===== config.mk =====
export PLATFORM = sky130hd
export DESIGN_NAME = pipelined_addsub
export DESIGN_NICKNAME = d
export VERILOG_FILES = /design/src/rtl/pipelined_addsub.sv
export SDC_FILE = /design/constraint.sdc
export NUM_CORES = 1
export LEC_CHECK = 0
export CAP_MARGIN = 20
export CORE_MARGIN = 2
export CORE_UTILIZATION = 56
export DETAILED_ROUTE_END_ITERATION = 10
export PLACE_DENSITY = 0.8
export SETUP_SLACK_MARGIN = 0.5
export SLEW_MARGIN = 20
export SYNTH_ARGS = -nofsm -noshare
export SYNTH_HDL_FRONTEND = slang
export SYNTH_SLANG_ARGS = --single-unit

===== constraint.sdc =====
create_clock -name clk -period 12.13 [get_ports clk]
set_input_delay 1.8195 -clock clk [delete_from_list [all_inputs] [get_ports clk]]
set_output_delay 1.8195 -clock clk [all_outputs]
set_load 0.005 [all_outputs]

===== src/rtl/pipelined_addsub.sv =====
// Pipelined WIDTH-bit add/subtract, one CHUNK per stage, carry rippling
// between stage registers, valid/ready stream with global stall.
module pipelined_addsub #(
    parameter int WIDTH  = 64,
    parameter int STAGES = 4
) (
    input  logic             clk,
    input  logic             rst_n,
    input  logic             in_valid,
    output logic             in_ready,
    input  logic [WIDTH-1:0] in1,
    input  logic [WIDTH-1:0] in2,
    input  logic             cin,
    input  logic             sub,
    output logic             out_valid,
    input  logic             out_ready,
    output logic [WIDTH-1:0] sum,
    output logic             cout,
    output logic             ovf
);

    localparam int SDIV = (STAGES > 0) ? STAGES : 1;
    localparam int C    = (WIDTH / SDIV > 0) ? WIDTH / SDIV : 1;

    if (WIDTH < 1 || STAGES < 1 || STAGES > WIDTH
        || (WIDTH % SDIV) != 0) begin : g_bad_params
        $error("pipelined_addsub: illegal WIDTH/STAGES");
    end

    // Stage registers: operands travel whole-width so upper chunks
    // arrive skewed and finished lower chunks travel deskewed.
    logic [WIDTH-1:0]  a_q [STAGES];
    logic [WIDTH-1:0]  b_q [STAGES];
    logic [WIDTH-1:0]  r_q [STAGES];
    logic [STAGES-1:0] c_q;
    logic [STAGES-1:0] v_q;
    logic              ovf_q;

    // Per-stage inputs and next-state values
    logic [WIDTH-1:0]  a_s [STAGES];
    logic [WIDTH-1:0]  b_s [STAGES];
    logic [WIDTH-1:0]  r_s [STAGES];
    logic [WIDTH-1:0]  r_n [STAGES];
    logic [C:0]        part [STAGES];
    logic [STAGES-1:0] c_s;
    logic [STAGES-1:0] c_n;
    logic [STAGES-1:0] v_s;
    logic              ovf_n;
    logic              stall;

    assign stall     = v_q[STAGES-1] && !out_ready;
    assign in_ready  = !stall;
    assign out_valid = v_q[STAGES-1];
    assign sum       = r_q[STAGES-1];
    assign cout      = c_q[STAGES-1];
    assign ovf       = ovf_q;

    // Each stage adds its own chunk using the carry from the stage before.
    always_comb begin
        a_s[0] = in1;
        b_s[0] = sub ? ~in2 : in2;
        r_s[0] = '0;
        c_s[0] = sub ^ cin;
        v_s[0] = in_valid;
        for (int k = 1; k < STAGES; k++) begin
            a_s[k] = a_q[k-1];
            b_s[k] = b_q[k-1];
            r_s[k] = r_q[k-1];
            c_s[k] = c_q[k-1];
            v_s[k] = v_q[k-1];
        end
        for (int k = 0; k < STAGES; k++) begin
            part[k] = {1'b0, a_s[k][k*C +: C]}
                    + {1'b0, b_s[k][k*C +: C]}
                    + {{C{1'b0}}, c_s[k]};
            r_n[k] = r_s[k];
            r_n[k][k*C +: C] = part[k][C-1:0];
            c_n[k] = part[k][C];
        end
        ovf_n = (a_s[STAGES-1][WIDTH-1] == b_s[STAGES-1][WIDTH-1])
             && (r_n[STAGES-1][WIDTH-1] != a_s[STAGES-1][WIDTH-1]);
    end

    // Advance all stages together unless the output is blocked.
    always_ff @(posedge clk) begin
        if (!rst_n) begin
            v_q   <= '0;
            c_q   <= '0;
            ovf_q <= 1'b0;
            for (int k = 0; k < STAGES; k++) begin
                a_q[k] <= '0;
                b_q[k] <= '0;
                r_q[k] <= '0;
            end
        end else if (!stall) begin
            v_q   <= v_s;
            c_q   <= c_n;
            ovf_q <= ovf_n;
            for (int k = 0; k < STAGES; k++) begin
                a_q[k] <= a_s[k];
                b_q[k] <= b_s[k];
                r_q[k] <= r_n[k];
            end
        end
    end

endmodule


==> qor.csv, run 1 <==
stage,metric,value,unit
floorplanning,start_util,56.5,%
global_routing,grtUsageTotal,19.4,%
global_routing,antenna_found_initial,1,
drt,drt-initial-drc-count,784,
drt,wl_per_cell,16.5,um
timing,rsz0062_at_grt,no,
pwr,vdd_ir_drop_max,0.000105,V
placement,gp_congestion,0.868,
worst_setup_path,start_kind,primary input,
logic_synthesis,yosys_warnings,0,
global_routing,grt_pass1_wl,48.4,mm
hold_path,min-delay-start,v_q[0]$_SDFFE_PN0N_,
timing,period_needed,5740,ps
logic_synthesis,synth_nets,1468,
drt,drc,0,
global_routing,gr-total-overflow,0,
logic_synthesis,synth_compound_area_share,6.49,%
placement,hpwl,19.4,mm
timing,max-slew-margin-rel,30.0,%
worst_setup_path,critPathKind,primary input to output pin,
timing,hold_viol,0,
global_routing,grt_pass1_vias,9901,
floorplanning,die_h,176,um
timing,maxSlewViolCount,0,
logic_synthesis,muxShareOfSynthArea,0.422,%
worst_setup_path,rr_endpoint,r_q[0][253]$_SDFFCE_PN0P_,
timing,setup_viol,0,
clocking,cts.clk_slew.worst_paths,60,ps
clocking,clock-sinks,361,
worst_setup_path,reg2reg_from,v_q[3]$_SDFFE_PN0N_,
logic_synthesis,synth_area_leader_cell,edfxtp_1,
timing,max_freq,174,MHz
hold_path,holdPathEnd,v_q[1]$_SDFFE_PN0N_,
logic_synthesis,synth_top_area_share,63.6,%
floorplanning,ios,202,
clocking,cts_resized,0,
global_routing,grt_max_degree,167,
logic_synthesis,syn_inst,1266,
cells_and_area,final.fill_count,2049,
worst_setup_path,worstPathRequired,10310,ps
clocking,cts_buffers,38,
floorplanning,fp.dieW,176,um
cells_and_area,seq_area,10800,sq um
floorplanning,die-area,31100,sq um
clocking,clockBufferDepth,3,
timing,fin_worst_skew,19.8,ps
logic_synthesis,synth_seq_cells,361,
pwr,power.leakage,8.88,nW
timing,tightest_slew,1050,ps
flow_run,cap_viol_max_count,0,
timing,finalSetupTns,0,ps
clocking,postCtsSetupBuffers,0,
cells_and_area,nets,1639,
drt,avgViaCountPerCell,5.62,
cells_and_area,area_delta_synth_final,21.1,%
logic_synthesis,synth-edff-count,352,
timing,fin_crit_sh,47.3,%
cells_and_area,final_layout_size_suffix_gt1_share,4.85,%
timing,hold_ws,469,ps
drt,firstDrtPassIters,5,
clocking,root_buffer,clkbuf_16,
clocking,cts_htree_levels,2,
logic_synthesis,yosys-top-cells-area,"edfxtp_1 64%, and3_1 9.6%, ha_1 4.5%",
cells_and_area,layout_common_cells,"352 x edfxtp_1, 256 x and3_1, 199 x clkdlybuf4s50_1",
floorplanning,num_rows,63,
worst_setup_path,r2r_cells,7,
drt,vias,10400,
cells_and_area,multi_input_area,5580,sq um
logic_synthesis,synth-seq-area-share,64.7,%
drt,drtAntennaViolNets,0,
clocking,cts_tree,yes,
logic_synthesis,yosys.area_share.adder,5.48,%
worst_setup_path,end_kind,output pin,
worst_setup_path,cp_max_fo,121,
logic_synthesis,synth_flop_cell,edfxtp_1,
hold_path,whs_path_depth,2,
logic_synthesis,synthDistinctLibCells,55,
logic_synthesis,netlist_area,16600,sq um
worst_setup_path,rrSetupSlack,8770,ps
cells_and_area,fin_cells,1854,
floorplanning,core,29400,sq um
cells_and_area,mostFrequentLayoutCell,edfxtp_1,
logic_synthesis,synth_top_family_by_area,simple AND/OR/NAND/NOR gates,
logic_synthesis,avgSynthCellArea,13.1,sq um
logic_synthesis,synth_xor_xnor_area_share,5.48,%
clocking,hold_buffers,0,
placement,numPortBuffers,201,
drt,wl,30.6,mm
outcome,status,"complete, no violations",
clocking,worstSkewPairLatency,520,ps
logic_synthesis,synthArstFlopShare,0,%
pwr,p_per_area,145,nW/um^2
placement,dp.cells,1787,
hold_path,hp-class,flip-flop to flip-flop,
logic_synthesis,synth_simple_gate_area_share,15.5,%
worst_setup_path,cp.arrival,3920,ps
[worst max path at each step]
stage,slack (ps),cells past startpoint,to,startpoint
global route,6270,4,in_ready,out_ready
CTS,6490,4,in_ready,out_ready
finish,6390,4,in_ready,out_ready
floorplan,1570,3,a_q[0][100]$_SDFFCE_PN0P_,out_ready
detailed placement,6440,8,r_q[0][253]$_SDFFCE_PN0P_,out_ready
global placement,6510,8,r_q[0][253]$_SDFFCE_PN0P_,out_ready
[sequential cells by signal (all words and copies together), names as in the netlist]
signal / cells
c_q: 4
a_q: 96
b_q: 96
ovf: 1
v_q: 4
r_q: 160
[layout make-up]
cell class / count / share of cell area, %
inverter: 9 / 0.193
multi-input combinational: 820 / 27.7
antenna: 1 / 0.0124
timing repair buffer: 207 / 10.3
clock buffer: 47 / 4.89
clock inverter: 19 / 1.06
tap: 390 / 2.43
sequential: 361 / 53.4
[per-stage QoR]
stage	power [W]	util [%]	cell area (sq um)	worst slack, ps
after floorplan	0.00170	-	16600	1570
after global placement	0.00181	64.3	18900	6510
after detailed placement	0.00182	64.3	18900	6440
after CTS	0.00293	68.3	20100	6490
after global routing	0.00302	68.4	20100	6270
final	0.00291	68.4	20100	6390
[where the power goes]
group	total, W	internal [W]	switching (W)
clock	0.00112	0.000663	0.000453
combinational	0.000306	0.000159	0.000147
sequential	0.00149	0.00146	0.0000235
[worst max-delay path, cell delays in order]
cell	delay, ps
clkdlybuf4s50_1	410
nor2b_2	630
inv_6	410
clkdlybuf4s50_1	570
[layer usage]
layer,global-route usage (%),part of all wire [%]
met1,24.5,41
met2,33.8,50
met3,3.19,5.9
met4,7.40,3.4
met5,0,0
[logic make-up (layout without fill, tap and decap cells)]
logic type	Yosys count	count (layout)
DFF	361	361
other	0	1
xor gates and xnor gates	104	104
and+or+nand+nor	476	476
adders and majority gates	68	68
muxes	7	7
AOI/OAI and AO/OA	165	165
buffers and inverters	85	282
[Yosys cell counts, drive strengths merged (2+ instances only)]
library cell    n
a2111o          2
a211oi         12
a21boi          4
a21o           17
a21oi          44
a31oi           6
a32oi           2
a41oi           2
and2            2
and3          256
buf            11
clkbuf         65
dfxtp           9
edfxtp        352
fa              8
ha             60
inv             9
mux2i           7
nand2          41
nand2b         11
nand3           9
nand3b          2
nand4           3
nor2          118
nor2b          11
nor3           14
nor3b           3
o211a           2
o211ai          5
o21a           11
o21ai          38
o21bai          3
o31a            3
o31ai           4
or3             4
xnor2          70
xor2           34
No activity file was read; power rests on OpenSTA's default activity.
==> run 2: changes to the inputs <==
==> constraint.sdc (replaced) <==
create_clock -name clk -period 5.9 [get_ports clk]
set_input_delay 0.885 -clock clk [delete_from_list [all_inputs] [get_ports clk]]
set_output_delay 0.885 -clock clk [all_outputs]
set_load 0.005 [all_outputs]
==> qor.csv, run 2 (synthesis gave the netlist of run 1 again) <==
stage,metric,value,unit,change
outcome,status,"complete, no violations",,
clocking,cts.clk_slew.worst_paths,60,ps,about the same
timing,max-slew-margin-rel,35.4,%,+5.4 points
cells_and_area,layout_common_cells,"352 x edfxtp_1, 256 x and3_1, 199 x clkdlybuf4s50_1",,
flow_run,cap_viol_max_count,0,,unchanged
pwr,power.leakage,8.91,nW,+0.34%
cells_and_area,area_delta_synth_final,21.3,%,
clocking,cts_buffers,38,,unchanged
placement,hpwl,20.2,mm,+4.3%
clocking,postCtsSetupBuffers,0,,unchanged
floorplanning,core,29400,sq um,unchanged
clocking,clock-sinks,361,,unchanged
timing,fin_worst_skew,7.48,ps,-12.3 ps
timing,finalSetupTns,0,ps,unchanged
timing,setup_viol,0,,unchanged
clocking,worstSkewPairLatency,510,ps,about the same
floorplanning,num_rows,63,,unchanged
placement,gp_congestion,0.863,,-0.58%
worst_setup_path,crit_chain,clkdlybuf4s50_1 > nor2b_2 > buf_4 > inv_6 > clkdlybuf4s50_1,,
global_routing,grt_pass1_vias,10200,,+3.0%
drt,wl_per_cell,16.9,um,+2.4%
timing,period_needed,3540,ps,
worst_setup_path,critPathKind,primary input to output pin,,
floorplanning,die-area,31100,sq um,unchanged
drt,avgViaCountPerCell,5.49,,-2.4%
worst_setup_path,cp_max_fo,88,,-27%
worst_setup_path,cp.arrival,2660,ps,-1260 ps
timing,rsz0062_at_grt,no,,
timing,maxSlewViolCount,0,,unchanged
pwr,vdd_ir_drop_max,0.000159,V,+52%
drt,vias,10200,,-1.9%
global_routing,grt_max_degree,227,,+36%
clocking,hold_buffers,0,,unchanged
clocking,root_buffer,clkbuf_16,,
worst_setup_path,cpMostUsedCell,clkdlybuf4s50_1,,
cells_and_area,largest_reg_flops,160,,unchanged
cells_and_area,final_layout_size_suffix_gt1_share,5.30,%,+0.45 points
timing,tightest_slew,969,ps,-80.6 ps
floorplanning,die_h,176,um,unchanged
global_routing,antenna_found_initial,1,,unchanged
worst_setup_path,worstPathRequired,5020,ps,-5290 ps
placement,dp.cells,1790,,+0.17%
clocking,cts_resized,0,,unchanged
drt,wl,31.5,mm,+2.9%
worst_setup_path,start_kind,primary input,,
drt,firstDrtPassIters,5,,unchanged
global_routing,grtUsageTotal,20.3,%,+0.84 points
drt,drt-initial-drc-count,725,,-7.5%
floorplanning,start_util,56.5,%,unchanged
drt,drc,0,,unchanged
cells_and_area,mostFrequentLayoutCell,edfxtp_1,,
cells_and_area,reg.largest.list,"r_q: 160 flops, a_q: 96 flops, b_q: 96 flops",,
worst_setup_path,slowest_delay,610,ps,-20 ps
worst_setup_path,end_kind,output pin,,
timing,max_freq,282,MHz,
global_routing,gr-total-overflow,0,,unchanged
cells_and_area,regMostFlops,r_q,,
clocking,clockBufferDepth,3,,unchanged
pwr,p_per_area,295,nW/um^2,+100%
timing,hold_viol,0,,unchanged
drt,drtAntennaViolNets,0,,unchanged
cells_and_area,fin_cells,1862,,+0.43%
cells_and_area,nets,1643,,+0.24%
clocking,cts_htree_levels,2,,unchanged
worst_setup_path,cp_slowest_cell,clkdlybuf4s50_1,,
floorplanning,fp.dieW,176,um,unchanged
timing,fin_crit_sh,60.0,%,
hold_path,hp-class,flip-flop to flip-flop,,
placement,numPortBuffers,201,,unchanged
global_routing,grt_pass1_wl,50.2,mm,+3.8%
worst_setup_path,rrSetupSlack,2740,ps,-6030 ps
clocking,cts_tree,yes,,
floorplanning,ios,202,,unchanged
==> run 2: cell count changes in the layout (fill, tap and decap cells not counted), sizes merged <==
cell and delta:
clkbuf +5, buf +4, bufinv -3, clkinv +2, clkinvlp +1, inv -1
==> run 2: power by group <==
group | total, W | internal [W] | switching [W]
registers | 0.00306 | 0.00301 | 0.0000523
logic | 0.000629 | 0.000327 | 0.000302
clock network | 0.00226 | 0.00132 | 0.000940
total | 0.00595 | 0.00466 | 0.00129
==> run 2: through the flow <==
stage	utilization, %	power [W]	hold slack, ps	area, sq um	setup slack [ps]
3_3_place_gp	64.4	0.00372	449	18900	2200
3_5_place_dp	64.4	0.00374	461	18900	2180
4_1_cts	68.5	0.00599	469	20100	2350
5_1_grt	68.6	0.00618	496	20200	2250
2_1_floorplan	-	0.00349	441	16600	1820
6_report	68.6	0.00595	463	20200	2360
==> run 2: critical path, delay by kind of cell <==
family        cells  cell delay [ps]
buf+inv           4             1710
simple gates      1               40
==> run 2: worst paths after layout <==
kind,start,endpoint,depth (start not counted)
worst max-delay path,out_ready,in_ready,5
worst min-delay path,v_q[1]$_SDFFE_PN0N_,v_q[2]$_SDFFE_PN0N_,2
worst min register to register,v_q[1]$_SDFFE_PN0N_,v_q[2]$_SDFFE_PN0N_,2
worst max register to register,b_q[0][176]$_SDFFCE_PN0P_,r_q[0][252]$_SDFFCE_PN0P_,8
==> run 2: layout make-up <==
cell class	count	area (sq um)
fillers	2018	9240
inverters	9	38.8
flip-flops and latches	361	10800
clock inverters	18	125
repair buffers	211	2120
clock buffers	52	1070
diodes	1	2.50
well taps	390	488
multi-input cells	820	5570
==> run 2: per-layer routing <==
layer | global-route usage [%] | vias to the layer above | wire length, um
li1 | - | 5059 | -
met1 | 24.4 | 4840 | 12700
met4 | 7.89 | 0 | 1040
met2 | 36.5 | 250 | 16300
met5 | 0 | - | 0
met3 | 3.29 | 74 | 1500
